**config.mk**
```make
export PLATFORM = sky130hd
export DESIGN_NAME = sram_arbiter
export DESIGN_NICKNAME = d
export VERILOG_FILES = /design/src/rtl/sram_arbiter.sv
export SDC_FILE = /design/constraint.sdc
export NUM_CORES = 1
export LEC_CHECK = 0
export ABC_AREA = 0
export ABC_CLOCK_PERIOD_IN_PS = 2100
export BUFFER_PORTS_ARGS = -buffer_cell sky130_fd_sc_hd__buf_4
export CAP_MARGIN = 5
export CORE_UTILIZATION = 46
export CTS_BUF_LIST = sky130_fd_sc_hd__clkbuf_4 sky130_fd_sc_hd__clkbuf_8 sky130_fd_sc_hd__clkbuf_16
export CTS_CLUSTER_DIAMETER = 40
export DETAILED_ROUTE_END_ITERATION = 7
export GPL_TIMING_DRIVEN = 0
export MAX_ROUTING_LAYER = met4
export PLACE_DENSITY = 0.92
export SYNTH_ARGS = -nofsm -noshare
export SYNTH_HDL_FRONTEND = slang
export SYNTH_SLANG_ARGS = --single-unit
```
**constraint.sdc**
```tcl
create_clock -name clk_50MHz -period 2.1 [get_ports clk_50MHz]
set_input_delay 0.315 -clock clk_50MHz [delete_from_list [all_inputs] [get_ports clk_50MHz]]
set_output_delay 0.315 -clock clk_50MHz [all_outputs]
set_load 0.01 [all_outputs]
```
**src/rtl/sram_arbiter.sv**
```systemverilog
// Two-requester (IF / MEM) arbiter in front of a begin/end-style SRAM controller.
// Define SRAM_ARB_RR_EN for round-robin arbitration; the default build uses fixed MEM priority.
module sram_arbiter #(
  parameter int unsigned ACC_LAT = 2
) (
  input  logic        clk_50MHz,
  input  logic        rst,
  input  logic        if_req_i,
  input  logic [17:0] if_addr_i,
  output logic [15:0] if_data_o,
  output logic        if_ack_o,
  input  logic        mem_req_i,
  input  logic        mem_op_i,
  input  logic [17:0] mem_addr_i,
  input  logic [15:0] mem_wdata_i,
  output logic [15:0] mem_rdata_o,
  output logic        mem_ack_o,
  output logic        stall_o,
  output logic [17:0] sram_addr_o,
  output logic [15:0] sram_data_o,
  output logic        sram_op_o,
  output logic        sram_en_o,
  input  logic [15:0] sram_data_i
);

  localparam logic [1:0] LAST_CNT = 2'(ACC_LAT - 1);

  typedef enum logic [1:0] {
    S_IDLE,
    S_ISSUE,
    S_WAIT,
    S_DONE
  } state_t;

  state_t      r_state;
  state_t      w_next;
  logic [1:0]  r_cnt;
  logic        r_gnt_mem;
  logic [17:0] r_addr;
  logic [15:0] r_wdata;
  logic        r_op;
  logic [15:0] r_if_data;
  logic [15:0] r_mem_rdata;
  logic        w_any_req;
  logic        w_pick_mem;
  logic        w_cnt_last;

  assign w_any_req  = if_req_i | mem_req_i;
  assign w_cnt_last = (r_cnt == LAST_CNT);

`ifdef SRAM_ARB_RR_EN
  // Last-grant memory: a tie goes to whoever was not served last.
  logic r_last_mem;

  always_ff @(posedge clk_50MHz) begin
    if (rst) begin
      r_last_mem <= 1'b0;
    end else if (r_state == S_IDLE && w_any_req) begin
      r_last_mem <= w_pick_mem;
    end
  end

  assign w_pick_mem = mem_req_i & (~if_req_i | ~r_last_mem);
`else
  assign w_pick_mem = mem_req_i;
`endif

  always_ff @(posedge clk_50MHz) begin
    if (rst) begin
      r_state <= S_IDLE;
    end else begin
      r_state <= w_next;
    end
  end

  always_comb begin
    w_next = r_state;
    case (r_state)
      S_IDLE:  if (w_any_req) w_next = S_ISSUE;
      S_ISSUE: w_next = S_WAIT;
      S_WAIT:  if (w_cnt_last) w_next = S_DONE;
      S_DONE:  w_next = S_IDLE;
      default: w_next = S_IDLE;
    endcase
  end

  always_comb begin
    sram_en_o = 1'b0;
    if_ack_o  = 1'b0;
    mem_ack_o = 1'b0;
    case (r_state)
      S_ISSUE: sram_en_o = 1'b1;
      S_DONE: begin
        if_ack_o  = ~r_gnt_mem;
        mem_ack_o = r_gnt_mem;
      end
      default: ;
    endcase
  end

  always_ff @(posedge clk_50MHz) begin
    if (rst) begin
      r_cnt       <= '0;
      r_gnt_mem   <= 1'b0;
      r_addr      <= '0;
      r_wdata     <= '0;
      r_op        <= 1'b0;
      r_if_data   <= '0;
      r_mem_rdata <= '0;
    end else begin
      case (r_state)
        S_IDLE: begin
          if (w_any_req) begin
            r_gnt_mem <= w_pick_mem;
            r_addr    <= w_pick_mem ? mem_addr_i : if_addr_i;
            r_op      <= w_pick_mem & mem_op_i;
            r_wdata   <= mem_wdata_i;
          end
        end
        S_ISSUE: r_cnt <= '0;
        S_WAIT: begin
          r_cnt <= r_cnt + 2'd1;
          if (w_cnt_last && !r_op) begin
            if (r_gnt_mem) r_mem_rdata <= sram_data_i;
            else           r_if_data   <= sram_data_i;
          end
        end
        default: ;
      endcase
    end
  end

  assign sram_addr_o = r_addr;
  assign sram_data_o = r_wdata;
  assign sram_op_o   = r_op;
  assign if_data_o   = r_if_data;
  assign mem_rdata_o = r_mem_rdata;
  assign stall_o     = (if_req_i & ~if_ack_o) | (mem_req_i & ~mem_ack_o);

endmodule

```
==> results.tsv <==
metric	value	unit
die_w	82.5	µm
placed_area	4130	µm²
start_util	0.489	
cp-end-kind	flop	
die_h	82.5	µm
grt_setup_unrepaired	no	
async_flop_share	0	
cp_slowest_stage_delay	0.42	ns
routed_via_density	5.16	
drv_cap	0	
synth.most_common_cell	nand2_1	
finalClockSkew	0.00924	ns
ys_warn_count	0	
crit_path_start_kind	flop	
cellPowerDensity	1070	nW/µm²
globalplace.congestion	0.774	
synth_edf_count	0	
crit_cells	7	
worstPathRequired	2.37	ns
min_path_cells	3	
avgRoutedWirePerCell	14.6	µm
synth_nets	416	
cts_inserted_buffers	9	
grt_use_total	0.255	
drtAntennaViolNets	0	
crit_chain	inv_1 > ha_1 > buf_4 > nand4b_2 > buf_1 > nand2_1 > a21oi_1	
finalPower	4.69	mW
synth_area_per_cell	8.84	µm²
grt_pass1_vias	2801	
ys_types	28	
overflow	0	
setup_viol_count_final	0	
drt-initial-drc-count	110	
syn_inst	337	
drt_first_pass_iters	6	
vdd.ir_drop.worst	0.815	mV
antenna_found_initial	0	
cp_max_fo	10	
dieArea	6800	µm²
crit_family	buffers and inverters	
tns	0	ns
path_buf_inv	3	
ys_ff_latch	72	
finalHoldViolations	0	
ys.flop_type	dfxtp_1	
syn-cell-area	2980	µm²
clock_latency	0.33	ns
cts_setup_buffers	0	
cts_sinks	72	
fin_nets	568	
area_delta_synth_final	47.1	%
period_minus_slack	1.80	ns
reg2reg_depth	7	
cts.repair.resized	0	
slew_violations	0	
yosysTopAreaCell	dfxtp_1	
num_antenna_cells	0	
grt_max_degree	15	
period_share	0.855	
fp.coreArea	6100	µm²
dpl.hpwl	6380	µm
holdBufCountCts	0	
placementRows	28	
hold_class	in2reg	
path_class	reg2reg	
yosysSeqAreaShare	0.484	
synth.top_cell.area_share	0.484	
cts_root_buf	clkbuf_8	
port_buffers	141	
path_clk_slew	0.08	ns
synth_commonest_cells	nand2_1 (100), dfxtp_1 (72), a21oi_1 (52)	
fmax	0.557	GHz
cts_tree	built	
drt-total-wl	8280	µm
drc	0	
synth_area_leaders	dfxtp_1 (48%), nand2_1 (13%), a21oi_1 (8.7%)	
clock_path_buffers	2	
vias	2937	
slew_headroom	0.528	
worst_pin_slew	0.708	ns
crit_slowest_cell	buf_1	
grt_pass1_wl	12500	µm
htreeDepth	3	
timing.hold.ws	0.219	ns
crit_arrival	2.06	ns
ioPinCount	144	
p_leak	1.99	nW
run_status	completed	
utilization	0.718	
layout-drive-gt1-share	0.397	
finalInstanceArea	4380	µm²
==> sequential cells by signal, indices dropped and copies added (netlist names) <==
| name | flops |
|---|---|
| if_data_o | 16 |
| mem_rdata_o | 16 |
| r_cnt | 2 |
| r_gnt_mem | 1 |
| r_state | 2 |
| sram_addr_o | 18 |
| sram_data_o | 16 |
| sram_op_o | 1 |
==> metrics by stage <==
stage | setup slack [ns] | instances
detailed placement | 0.358 | 553
global route | 0.202 | 569
finish | 0.305 | 569
floorplan | 0.620 | 337
CTS | 0.342 | 569
global placement | 0.432 | 553
==> path summary, 6_finish.rpt <==
kind	from	slack, ns	to
max	r_state[0]	0.30	mem_rdata_o[12]
min	mem_wdata_i[5]	0.22	sram_data_o[5]
max reg2reg	r_state[0]	0.30	mem_rdata_o[12]
min reg2reg	if_data_o[7]	0.46	if_data_o[7]
==> kinds of logic after synthesis <==
family	synth area share
compound gates	0.182
fa+ha+maj	0.0252
buf+inv	0.0571
flops	0.484
mux	0.0639
simple gates	0.187
==> power by group <==
part / internal, mW / switching, mW
registers: 1.58 / 0.136
logic: 0.750 / 0.871
clock network: 0.804 / 0.543
==> placed cells by master, fill, tap and decap left out <==
master and count:
nor2b_1 2, and4b_1 1, a21oi_1 52, ha_1 6
a21boi_4 1, and2_1 1, inv_6 3, or3b_1 1
dfxtp_1 72, a2bb2oi_1 1, o21ai_2 1, buf_1 2
and4bb_1 1, nand4bb_1 1, nor2_1 20, nand4b_2 1
buf_2 7, nand2b_1 3, bufinv_16 3, clkinv_4 1
o22ai_1 1, nand3b_1 1, mux2i_1 19, a211oi_2 18
o21a_1 2, clkbuf_1 6, inv_1 5, buf_4 151
nand2_1 100, nand3_1 1, clkbuf_8 9, buf_6 1
==> routing by layer <==
metal	vias to the layer above	GRT usage	wire length [µm]
met1	1357	0.259	3200
li1	1423	-	-
met2	140	0.459	4160
met3	17	0.0736	780
met4	0	0.0982	142
met5	-	-	0
==> tightest hold or removal path, cell delays in order <==
cell and delay (ns):
buf_4 0.11, nand2_1 0.04, a21oi_1 0.05
==> cell type report <==
type,instances,area (µm²)
well taps,75,93.8
fillers,447,1720
plain buffers,26,151
multi-input cells,234,1370
repair buffers,141,1060
clock buffers,9,124
flip-flops and latches,72,1440
clock inverters,7,125
inverters,5,18.8
Note: power is estimated with default switching activity, not from simulation.
